$ cat src/rtl/wb_host_initiator.sv
// Single-outstanding Wishbone-style bus initiator: takes one host command, runs one strobe
// on the bus until ack or timeout, then holds the response until the host takes it.
//
// state | meaning
// IDLE  | cmd_ready_o high, waiting for a host command
// BUS   | wb_stb_o high, waiting for wb_ack_i or timeout
// RESP  | rsp_valid_o high, holding response until rsp_ready_i
module wb_host_initiator #(
    parameter int TIMEOUT = 16
) (
    input  logic        clk40MHz_i,
    input  logic        rst_n_i,

    input  logic        cmd_valid_i,
    output logic        cmd_ready_o,
    input  logic [15:0] cmd_adr_i,
    input  logic        cmd_wen_i,
    input  logic [7:0]  cmd_dat_i,

    output logic        rsp_valid_o,
    input  logic        rsp_ready_i,
    output logic [7:0]  rsp_dat_o,
    output logic        rsp_err_o,

    output logic [15:0] wb_adr_o,
    output logic        wb_wen_o,
    output logic        wb_stb_o,
    output logic [7:0]  wb_dat_o,
    input  logic [7:0]  wb_dat_i,
    input  logic        wb_ack_i,
    input  logic        wb_val_i,

    output logic [7:0]  txn_cnt_o,
    output logic [7:0]  err_cnt_o
);

    // One-hot so each handshake output is a flop bit; reset clears wb_stb_o without a clock.
    typedef enum logic [2:0] {
        IDLE = 3'b001,
        BUS  = 3'b010,
        RESP = 3'b100
    } state_t;

    localparam logic [7:0] WAIT_LAST = 8'(TIMEOUT - 1);

    state_t     state;
    logic [7:0] wait_cnt;

    assign cmd_ready_o = state[0];
    assign wb_stb_o    = state[1];
    assign rsp_valid_o = state[2];

    // Slave-select is informational only; completion is decided by wb_ack_i alone.
    logic unused_val;
    assign unused_val = wb_val_i;

    always_ff @(posedge clk40MHz_i or negedge rst_n_i) begin
        if (!rst_n_i) begin
            state     <= IDLE;
            wait_cnt  <= '0;
            wb_adr_o  <= '0;
            wb_wen_o  <= 1'b0;
            wb_dat_o  <= '0;
            rsp_dat_o <= '0;
            rsp_err_o <= 1'b0;
            txn_cnt_o <= '0;
            err_cnt_o <= '0;
        end else begin
            case (state)
                IDLE: begin
                    if (cmd_valid_i) begin
                        wb_adr_o <= cmd_adr_i;
                        wb_wen_o <= cmd_wen_i;
                        wb_dat_o <= cmd_dat_i;
                        wait_cnt <= '0;
                        state    <= BUS;
                    end
                end
                BUS: begin
                    if (wb_ack_i) begin
                        rsp_dat_o <= wb_wen_o ? 8'h00 : wb_dat_i;
                        rsp_err_o <= 1'b0;
                        txn_cnt_o <= txn_cnt_o + 8'd1;
                        state     <= RESP;
                    end else if (wait_cnt == WAIT_LAST) begin
                        rsp_dat_o <= 8'h00;
                        rsp_err_o <= 1'b1;
                        txn_cnt_o <= txn_cnt_o + 8'd1;
                        if (err_cnt_o != 8'hFF) begin
                            err_cnt_o <= err_cnt_o + 8'd1;
                        end
                        state     <= RESP;
                    end else begin
                        wait_cnt <= wait_cnt + 8'd1;
                    end
                end
                RESP: begin
                    if (rsp_ready_i) begin
                        state <= IDLE;
                    end
                end
                default: state <= IDLE;
            endcase
        end
    end

endmodule

$ cat config.mk
export PLATFORM = sky130hd
export DESIGN_NAME = wb_host_initiator
export DESIGN_NICKNAME = d
export VERILOG_FILES = /design/src/rtl/wb_host_initiator.sv
export SDC_FILE = /design/constraint.sdc
export NUM_CORES = 1
export LEC_CHECK = 0
export ABC_AREA = 1
export ABC_CLOCK_PERIOD_IN_PS = 2400
export CAP_MARGIN = 20
export CORE_MARGIN = 2
export CORE_UTILIZATION = 50
export DETAILED_ROUTE_END_ITERATION = 8
export PLACE_DENSITY_LB_ADDON = 0.08
export SLEW_MARGIN = 20
export SYNTH_ARGS = -nofsm -noshare
export SYNTH_HDL_FRONTEND = slang
export SYNTH_SLANG_ARGS = --single-unit
$ cat constraint.sdc
create_clock -name clk40MHz_i -period 2.4 [get_ports clk40MHz_i]
set_clock_uncertainty 0.2 [all_clocks]
set_input_delay 0.48 -clock clk40MHz_i [delete_from_list [all_inputs] [get_ports clk40MHz_i]]
set_output_delay 0.48 -clock clk40MHz_i [all_outputs]
set_load 0.01 [all_outputs]
# After elaboration in Yosys (flattened, before gate mapping)
# Index checks and enable logic that the tools add are counted.
# op_classes
muxes	16
bitwise_logic	1
n_reduce_logical	7
eq_ne	10
n_addsub	3
# ops
cell	count
8-bit 2-to-1 mux	8
8-bit by 1-bit adder with 8-bit output (second input constant)	3
8-bit one-hot mux with 2 select lines	1
3-bit 2-to-1 mux	4
3-bit one-hot mux with 3 select lines	1
8-bit by 4-bit equality test with 1-bit output (second input constant)	1
2-bit != test (second input constant)	4
8-bit != test (second input constant)	1
4-bit AND reduction	2
2-bit AND reduction	2
2-bit nonzero test	2
3-bit by 1-bit equality test with 1-bit output (second input constant)	1
3-bit by 2-bit equality test with 1-bit output (second input constant)	1
3-bit equality test (second input constant)	1
3-bit != test (second input constant)	1
3-bit AND reduction	1
1-bit 2-to-1 mux	2
1-bit NOT	1
# word_totals
output_inout_bits	53
word_cells	46
in_bits	39
reg_bits	61

# Depth between registers and ports, before layout
# Gate-level depths: netlist of the first run.
# depth
depth_word	4
ltp_mapped	8

# Worst setup path before layout of the first run
# Ideal clock, no wire load.
# synth_path
path_kind	register to register
start	register state[0]
end	register txn_cnt_o[4]
stages_incl_launch_ff	9
t_arrival_ps	1205
setup_ps	126
n_path_buf	1
setup_slack_ps	868
t_required_ps	2074
cell_sequence	dfstp_2 inv_2 nand3_2 inv_2 nand2_2 nand2_2 buf_6 nand2_1 o21ai_0
# synth_between
elab_chain_len	2
# synth_lines
item	line	rtl
start: declaration	46	state_t state;
start signal: assignment	59	state <= IDLE;
start signal: assignment	76	state <= BUS;
start signal: assignment	84	state <= RESP;
3-bit by 2-bit equality test with 1-bit output	69	case (state)
2-bit AND reduction (no source line)	n/a	
end signal: assignment	83	txn_cnt_o <= txn_cnt_o + 8'd1;
end signal: assignment	88	txn_cnt_o <= txn_cnt_o + 8'd1;
end: declaration	33	output logic [7:0] txn_cnt_o,
# No other way between the ends.
# A chain may end at the register's enable or synchronous reset.

# Final worst setup path of the first run
# layout_path
start	register state[0]
end	output cmd_ready_o
# layout_rtl
item	line	rtl
end: declaration	15	output logic cmd_ready_o,
# No word-level cell between the ends.

==> impl_results.md, run 1 <==
- ANT nets after route: 0
- Final Hold Viols: 0
- DRC viols: 0
- Total track usage: 22.8%
- RSZ-0062 raised after global routing: no
- I/O pin total: 92
- Core area: 5570 um^2
- Cell Area, Synth: 2930 um^2
- Power Internal: 2.67 mW
- Pwr per Cell Area: 972 nW/um^2
- Comb power frac: 37.2%
- Htree depth: 3
- Startpoint Class: register
- Maximum fanout along the worst path: 4
- Fmax: 474 MHz
- Worst slew pin tran: 0.353 ns
- Status: finished, final reports clean
- Chip width: 80.6 um
- Required time worst endpoint: 1.72 ns
- Flop pwr share: 39.9%
- Vias per cell: 4.90
- Final WS setup: 0.292 ns
- Synthesized Nets: 409
- Synth Instances: 367
- Final min period: 2.11 ns
- Antenna violations before repair: 0
- DR vias: 2645
- Starting Density: 52.6%
- Worst r2r path cells: 7
- Clock Tree Buf Depth: 2
- RR Endpoint: txn_cnt_o[4]
- Fin util: 73.6%
- Pleak: 2.09 nW
- Vias in the first global route: 2612
- Ant diodes: 0
- Number of synthesis warnings: 0
- Pre-antenna DRT Iters: 4
- Critical path buffers and inverters: 1
- Final WL: 6750 um
- Ys async rst share: 100%
- FP Rows: 27
- Hpwl dp: 5000 um
- Period utilization: 87.8%
- Per-cell routed wire length: 12.5 um
- Setup TNS: 0 ns
- Cells after DPL: 524
- Mean post-synth cell area: 7.98 um^2
- Clock sink count: 61
- Synth unique cells: 25
- CP delay by family, top: flip-flops
- CP max stage delay: 0.56 ns
- Worst Setup End Kind: output pin
- Crit-path cells: clkdlybuf4s50_1
- Slew HR: 76.4%
- Crit. path cell count: 1
- Largest net degree at the start of global routing: 40
- Crit path to: cmd_ready_o
- DP Area: 3900 um^2
- Clock latency on the worst-skew pair: 0.33 ns
- Worst Path Arrival: 1.43 ns
- Worst R2R Setup Slack: 0.58 ns
- Root Driver: clkbuf_8
- Worst vdd ir: 0.656 mV
- CTS tree: done
- Sequential share of the synthesized area: 52.1%
- Layout cells sized above 1: 7.26%
- Max stage delay cell, worst path: dfstp_2
- Hold Crit Class: reg2reg
- Final Wtd Congestion: 0.828
- Setup repair bufs after CTS: 0
- Design area: 4110 um^2
- CP startpoint: state[0]
- Grt ovf: 0
- Clk slew on worst S/H paths: 0.07 ns
- Max-slew violations: 0
- Flops & latches, synth: 61
- Non-Filler Instances: 540
- FF-to-FF Start: state[0]
- Die area: 6490 um^2
- Max-Cap Viols: 0
- Global-route wire length before repair: 11400 um
- Ys flop type: dfrtp_1
- IO buf count: 90
- Post-synth EDFFs: 0
- First DRT Iteration DRCs: 170
- P_sw: 1.32 mW
- Sw Ratio: 33.1%
- Clock group share of total power: 22.9%
- Num CTS Buffers: 9
- Final setup fails: 0
- Pre-CTS WS: 0.410 ns
- CP Class: reg2out
- Fin nets: 506
- Die Span Y: 80.6 um
- Synthesis-to-finish area growth: 40.1%
timing repair:
| item | CTS | global route |
|---|---|---|
| hold buffers | 1 | 0 |
| hold endpoints to repair | 13 | 0 |
| resized for setup | 0 | 0 |
cell usage after synthesis (3+ instances only):
cell      count  area (um^2)
buf_2         4         20.0
clkbuf_1      3         11.3
dfrtp_1      60         1500
ha_1          3         37.5
inv_1        53          199
nand2_1     128          480
nand2_2       4         25.0
nand3_1      32          160
nand4_1       6         37.5
nor2_1       16         60.1
nor2_4        3         33.8
o21ai_0      29          145
xor2_1        9         78.8
logic make-up (layout without fill, tap and decap cells):
family                   after synthesis  after routing  synth area share, %
AO/OA/AOI/OAI                         34             34                 5.89
flip-flops                            61             61                 52.1
buffers and inverters                 64            165                 8.75
adder cells (fa/ha/maj)                3              3                 1.28
XOR/XNOR                               9              9                 2.69
AND/OR/NAND/NOR                      196            196                 29.2
layout by cell type, fill, tap and decap left out, drive strengths merged:
master | Yosys | final
nand2 | 133 | 133
clkinv | 0 | 2
dfrtp | 60 | 60
o21bai | 1 | 1
xor2 | 9 | 9
inv | 55 | 55
nand3b | 1 | 1
dfstp | 1 | 1
nand3 | 34 | 34
nor2 | 19 | 19
dlygate4sd3 | 0 | 1
o21ai | 31 | 31
nand4 | 6 | 6
buf | 6 | 5
clkdlybuf4s50 | 0 | 89
clkbuf | 3 | 11
ha | 3 | 3
a21oi | 2 | 2
or2 | 1 | 1
clkinvlp | 0 | 1
bufinv | 0 | 1
nor3b | 2 | 2
sequential cells by signal, indices dropped and copies added, names as in the netlist:
signal     cells
wb_dat_o       8
wb_wen_o       1
state          3
txn_cnt_o      8
rsp_dat_o      8
err_cnt_o      8
wait_cnt       8
wb_adr_o      16
rsp_err_o      1
power groups by stage:
stage | clock (mW) | combinational, mW | sequential [mW]
after floorplan | 0 | 0.519 | 1.72
after global placement | 0 | 1.46 | 1.59
after detailed placement | 0 | 1.50 | 1.61
after CTS | 0.933 | 1.51 | 1.59
after global routing | 0.981 | 1.65 | 1.63
final | 0.915 | 1.48 | 1.59
layer usage:
layer / vias to the layer above / global-route usage (%) / share of wire, % / routed length, um
met1: 1220 / 27.8 / 42 / 2830
met5: - / 0 / 0 / 0
met4: 0 / 8.64 / 1.6 / 110
li1: 1329 / - / - / -
met3: 13 / 6.97 / 6.6 / 447
met2: 83 / 37.9 / 50 / 3360
worst min-delay path by stage:
stage,startpoint,end,slack [ns],depth (start not counted)
CTS,wb_dat_o[3],wb_dat_o[3],0.29,2
detailed placement,rst_n_i,err_cnt_o[6],0.20,1
finish,wb_dat_o[3],wb_dat_o[3],0.28,2
floorplan,rst_n_i,err_cnt_o[0],-0.02,0
global route,wb_adr_o[8],wb_adr_o[8],0.32,2
global placement,rst_n_i,err_cnt_o[5],0.20,1
cell type report:
cell class	instances	area, um^2
Clock buffer	11	151
Clock inverter	4	47.5
Fill cell	456	1470
Inverter	55	206
Multi-Input combinational cell	242	1150
Sequential cell	61	1530
Tap cell	72	90.1
Timing Repair Buffer	95	936
through the flow:
step	hold WS [ns]	total power, mW
after floorplan	-0.0156	2.24
after global routing	0.317	4.27
final	0.284	3.99
after CTS	0.290	4.03
after detailed placement	0.198	3.10
after global placement	0.200	3.04
Power figures use the tool's default switching activity.
==> run 2, diff against run 1 <==
PLACE_DENSITY = 0.85   (was default)
PLACE_DENSITY_LB_ADDON = default   (was 0.08)
==> run 2 against run 1 <==
Die area unchanged. First-iteration DRC count decreased by 18%. Count of clock-buffer cells in the layout decreased by 1. Sequential power about the same. Design area increased by 0.91%.
==> impl_results.md, run 2 (same netlist as run 1, synthesis figures left out) <==
- Cells after DPL: 524
- Worst vdd ir: 0.654 mV
- CP max stage delay: 0.56 ns
- Pre-antenna DRT Iters: 4
- Antenna violations before repair: 0
- Core area: 5570 um^2
- CP Class: reg2out
- ANT nets after route: 0
- IO buf count: 90
- RSZ-0062 raised after global routing: no
- DRC viols: 0
- Clock Tree Buf Depth: 2
- Largest register FFs: 16
- Hold Crit Class: reg2reg
- Ant diodes: 0
- Register area: 1530 um^2
- Die area: 6490 um^2
- Hpwl dp: 4940 um
- Htree depth: 3
- Final Hold Viols: 0
- Max-slew violations: 0
- Slew HR: 67.8%
- I/O pin total: 92
- Largest net degree at the start of global routing: 59
- Top reg by flops: wb_adr_o
- Vias per cell: 4.94
- Fmax: 469 MHz
- # resized after CTS: 0
- Clk slew on worst S/H paths: 0.07 ns
- Num CTS Buffers: 9
- Global-route wire length before repair: 11200 um
- Final Wtd Congestion: 0.775
- Root Driver: clkbuf_8
- FP Rows: 27
- Chip width: 80.6 um
- Period utilization: 88.8%
- Max stage delay cell, worst path: dfstp_2
- Pleak: 2.11 nW
- Critical path buffers and inverters: 1
- Layout fillers: 396
- Grt ovf: 0
- Layout cells sized above 1: 7.46%
- CP delay by family, top: flip-flops
- Pwr per Cell Area: 987 nW/um^2
- Worst Path Arrival: 1.45 ns
- Fin util: 74.3%
- Per-cell routed wire length: 12.8 um
- Total track usage: 22.7%
- First DRT Iteration DRCs: 139
- Die Span Y: 80.6 um
- Vias in the first global route: 2577
- Non-Filler Instances: 541
- Maximum fanout along the worst path: 4
- Starting Density: 52.6%
- Required time worst endpoint: 1.72 ns
- Worst slew pin tran: 0.483 ns
- DR vias: 2670
- Crit-path cells: clkdlybuf4s50_1
- Setup repair bufs after CTS: 0
- Max-Cap Viols: 0
- Final WS setup: 0.268 ns
- Startpoint Class: register
- Clock sink count: 61
- Commonest non-fill, non-tap cell in the layout: nand2_1
- Most frequent cells in the layout: 128 x nand2_1, 89 x clkdlybuf4s50_1, 60 x dfrtp_1, 53 x inv_1, 32 x nand3_1
- Fin nets: 506
- Final setup fails: 0
- Status: finished, final reports clean
- Setup TNS: 0 ns
- Synthesis-to-finish area growth: 41.4%
- Footprint of the multi-input gates: 1150 um^2
- Final min period: 2.13 ns
- Clock latency on the worst-skew pair: 0.33 ns
- Worst Setup End Kind: output pin
- CTS tree: done
- Pre-CTS WS: 0.311 ns
- Final WL: 6900 um
==> run 2: final cells by class <==
cell class                      instances  area share (%)
Tap cell                               72            2.17
Clock inverter                          6            2.08
Inverter                               55            4.98
Sequential cell                        61            36.9
Clock buffer                           10            3.32
Multi-Input combinational cell        242            27.7
Timing Repair Buffer                   95            22.9
==> run 2: what timing repair did <==
| action | 4_1_cts | 5_1_grt |
|---|---|---|
| hold buffers | 1 | 0 |
| setup endpoints to repair | 0 | 0 |
| endpoints found under the hold margin | 18 | 0 |
==> run 2: worst paths after layout <==
path	cells past startpoint	endpoint	startpoint	slack, ns
max	1	cmd_ready_o	state[0]	0.27
min	2	wb_adr_o[2]	wb_adr_o[2]	0.28
max reg2reg	6	txn_cnt_o[6]	state[0]	0.54
min reg2reg	2	wb_adr_o[2]	wb_adr_o[2]	0.28
max in group asynchronous	3	state[0]	rst_n_i	0.96
min in group asynchronous	2	err_cnt_o[5]	rst_n_i	0.43
==> run 2: layer usage <==
layer  GRT usage (%)  vias to the layer above  wire [um]  part of all wire [%]
li1                -                     1331          -                     -
met3            8.43                       13        604                   8.8
met4            9.15                        0        119                   1.7
met5               0                        -          0                     0
met1            27.1                     1224       2900                    42
met2            37.2                      102       3280                    47
==> run 2: where the power goes <==
part	internal, mW	total, mW	switching, mW
logic	0.774	1.48	0.706
clock network	0.611	1.02	0.406
registers	1.36	1.59	0.229
==> run 2: metrics by stage <==
stage | total power [mW] | cell area (um^2) | hold WS (ns)
6_report | 4.09 | 4140 | 0.285
3_3_place_gp | 3.04 | 3910 | 0.264
2_1_floorplan | 2.24 | 2930 | -0.0156
3_5_place_dp | 3.09 | 3910 | 0.266
4_1_cts | 4.12 | 4140 | 0.290
5_1_grt | 4.35 | 4140 | 0.313
==> variant (config.mk and constraints of run 2) <==
Make the reset (`rst_n_i`) synchronous in one clocked block.
--- a/src/rtl/wb_host_initiator.sv
+++ b/src/rtl/wb_host_initiator.sv
@@ -55,5 +55,5 @@
     assign unused_val = wb_val_i;
 
-    always_ff @(posedge clk40MHz_i or negedge rst_n_i) begin
+    always_ff @(posedge clk40MHz_i) begin
         if (!rst_n_i) begin
             state     <= IDLE;
Check against the original RTL: differs if rst_n_i is asserted again (counterexample within 4 cycles, from zero or initial values and one cycle with rst_n_i low); with rst_n_i held inactive, the same outputs for 10 cycles.
==> variant against run 2 <==
Sequential share of layout area fell by 5.2 points; synthesized cell count increased by 1.9%; setup slack better by 100 ps; wire length fell by 3.9%; final cell count rose by 0.18%; count of clock-buffer cells in the layout increased by 2; sequential cell count stayed put; design area shrank 6.8%; critical path depth stayed put; area after synthesis shrank 8.4%.
Power is not compared: it rests on default switching activity, and its combinational part moved more than twofold at a synthesized area within 25%.
==> variant: results (changes against run 2) <==
| Metric | Value |
|---|---|
| N_diodes | 0 (unchanged) |
| Clock Tree Root | clkbuf_8 (unchanged) |
| Fraction of layout cells with a size suffix above 1 | 8.69% (was 7.46%) |
| Reg2reg setup slack | 550 ps |
| Comb power | 0.355 mW |
| Worst hold path type | reg2reg (unchanged) |
| Yosys cell types | 26 (was 25) |
| Clk slew on worst S/H paths | 70 ps (about the same) |
| Synthesized Nets | 416 (was 409) |
| CP Max Fanout | 4 (unchanged) |
| First-pass GRT wire length | 11.2 mm (about the same) |
| Clock power frac | 41.4% |
| Peak VDD IR | 0.440 mV |
| Overall Global Routing Usage | 23.3% (was 22.7%) |
| Clk_lat worst skew | 340 ps |
| Setup WS pre-CTS | 289 ps (was 311 ps) |
| Status | completed (unchanged) |
| Clock buffer depth | 2 (unchanged) |
| Measured slew at the worst slew-check pin | 462 ps (was 483 ps) |
| Slowest-stage cell, CP | clkdlybuf4s50_1 (was dfstp_2) |
| Met3 usage | 8.94% (was 8.43%) |
| Sequential area share after synthesis | 45.5% (was 52.1%) |
| CTS resizes | 0 (unchanged) |
| Max reg flops | 16 (unchanged) |
| Post-DP Area | 3630 um2 (was 3910 um2) |
| CP max stage delay | 590 ps (was 560 ps) |
| Critical Path AT | 1350 ps (was 1450 ps) |
| Initial DRC Count | 150 (was 139) |
| Vias | 2693 (was 2670) |
| Vias/cell | 4.97 (was 4.94) |
| DP Wirelength | 4.66 mm (was 4.94 mm) |
| Ranking of synthesized cells by area | dfxtp_1, nand2_1, nor2_1 (was dfrtp_1, nand2_1, inv_1) |
| Switching portion of total power | 23.8% |
| CTS Buf Count | 9 (unchanged) |
| Met2 GRT Util | 37.1% (was 37.2%) |
| Post-CTS setup buffer count | 0 (unchanged) |
| Filler instances | 400 (was 396) |
| Synthesis warning total | 0 (unchanged) |
| IO Port Bufs | 90 (unchanged) |
| Period utilization | 84.6% (was 88.8%) |
| Vias in the first global route | 2523 (was 2577) |
| Initial antenna violation count | 0 (unchanged) |
| Register with the most flip-flops | wb_adr_o (unchanged) |
| Top Family by Delay on Critical Path | buffers and inverters (was flip-flops) |
| Worst hold slack | 265 ps (was 285 ps) |
| Max cap viols | 0 (unchanged) |
| Most common library cells after synthesis | nand2_1, nor2_1, dfxtp_1 (was nand2_1, dfrtp_1, inv_1) |
| Layout Nets | 509 (was 506) |
| Largest net degree at the start of global routing | 32 (was 59) |
| Clock H-tree levels | 3 (unchanged) |
| Drt total wl | 6.63 mm (was 6.90 mm) |
| GPL Wtd Cong | 0.804 (was 0.775) |
| Ys async rst share | 0% (was 100%) |
| Placed cells | 526 (was 524) |
| GR Util met1 | 27.4% (was 27.1%) |
| Cells after synthesis | 374 (was 367) |
-- variant: changes by cell type after synthesis, sizes merged, moves of 4 or more --
cell and delta:
a21oi +28, dfrtp -60, dfxtp +61, inv -25, nand2 -43, nand3 -18
nand4 -4, nor2 +69
-- variant: cell type report --
class	count	area (um2)	area share (%)
clock buffer	12	155	4.02
clock inverter	4	70.1	1.82
inverter	30	115	2.98
multi-input combinational	272	1290	33.4
sequential	61	1220	31.6
tap	70	87.6	2.27
timing repair buffer	93	923	23.9
-- variant: cell families after synthesis --
kind of cell,synth area share (%)
and+or+nand+nor,32.1
AOI/OAI and AO/OA,11.8
DFF,45.5
buffers and inverters,6.57
xor gates and xnor gates,2.61
adders and majority gates,1.40
-- variant: tightest hold or removal path: cells and delay by family (launching register included) --
kind	cells	cell delay (ps)
flip-flops	1	310
AO/OA/AOI/OAI	1	50
AND/OR/NAND/NOR	1	60
-- variant: final timing paths --
kind | startpoint | to | cells after the start
max | state[0]$_SDFFE_PN1P_ | cmd_ready_o | 1
min | rsp_dat_o[0]$_SDFFE_PN0P_ | rsp_dat_o[0]$_SDFFE_PN0P_ | 2
max reg2reg | wait_cnt[0]$_SDFFE_PN0P_ | err_cnt_o[3]$_SDFFE_PN0P_ | 8
min reg2reg | rsp_dat_o[0]$_SDFFE_PN0P_ | rsp_dat_o[0]$_SDFFE_PN0P_ | 2
-- variant: routing by layer --
layer	vias up	share of wire, %
met5	-	0
met4	0	2.2
met3	11	11
met2	114	43
met1	1197	44
li1	1371	-
-- variant: metrics by stage --
stage,total power [mW],util [%]
global placement,1.47,70.7
floorplan,1.27,-
finish,2.48,75.1
global route,2.58,75.1
CTS,2.50,75.1
detailed placement,1.47,70.7
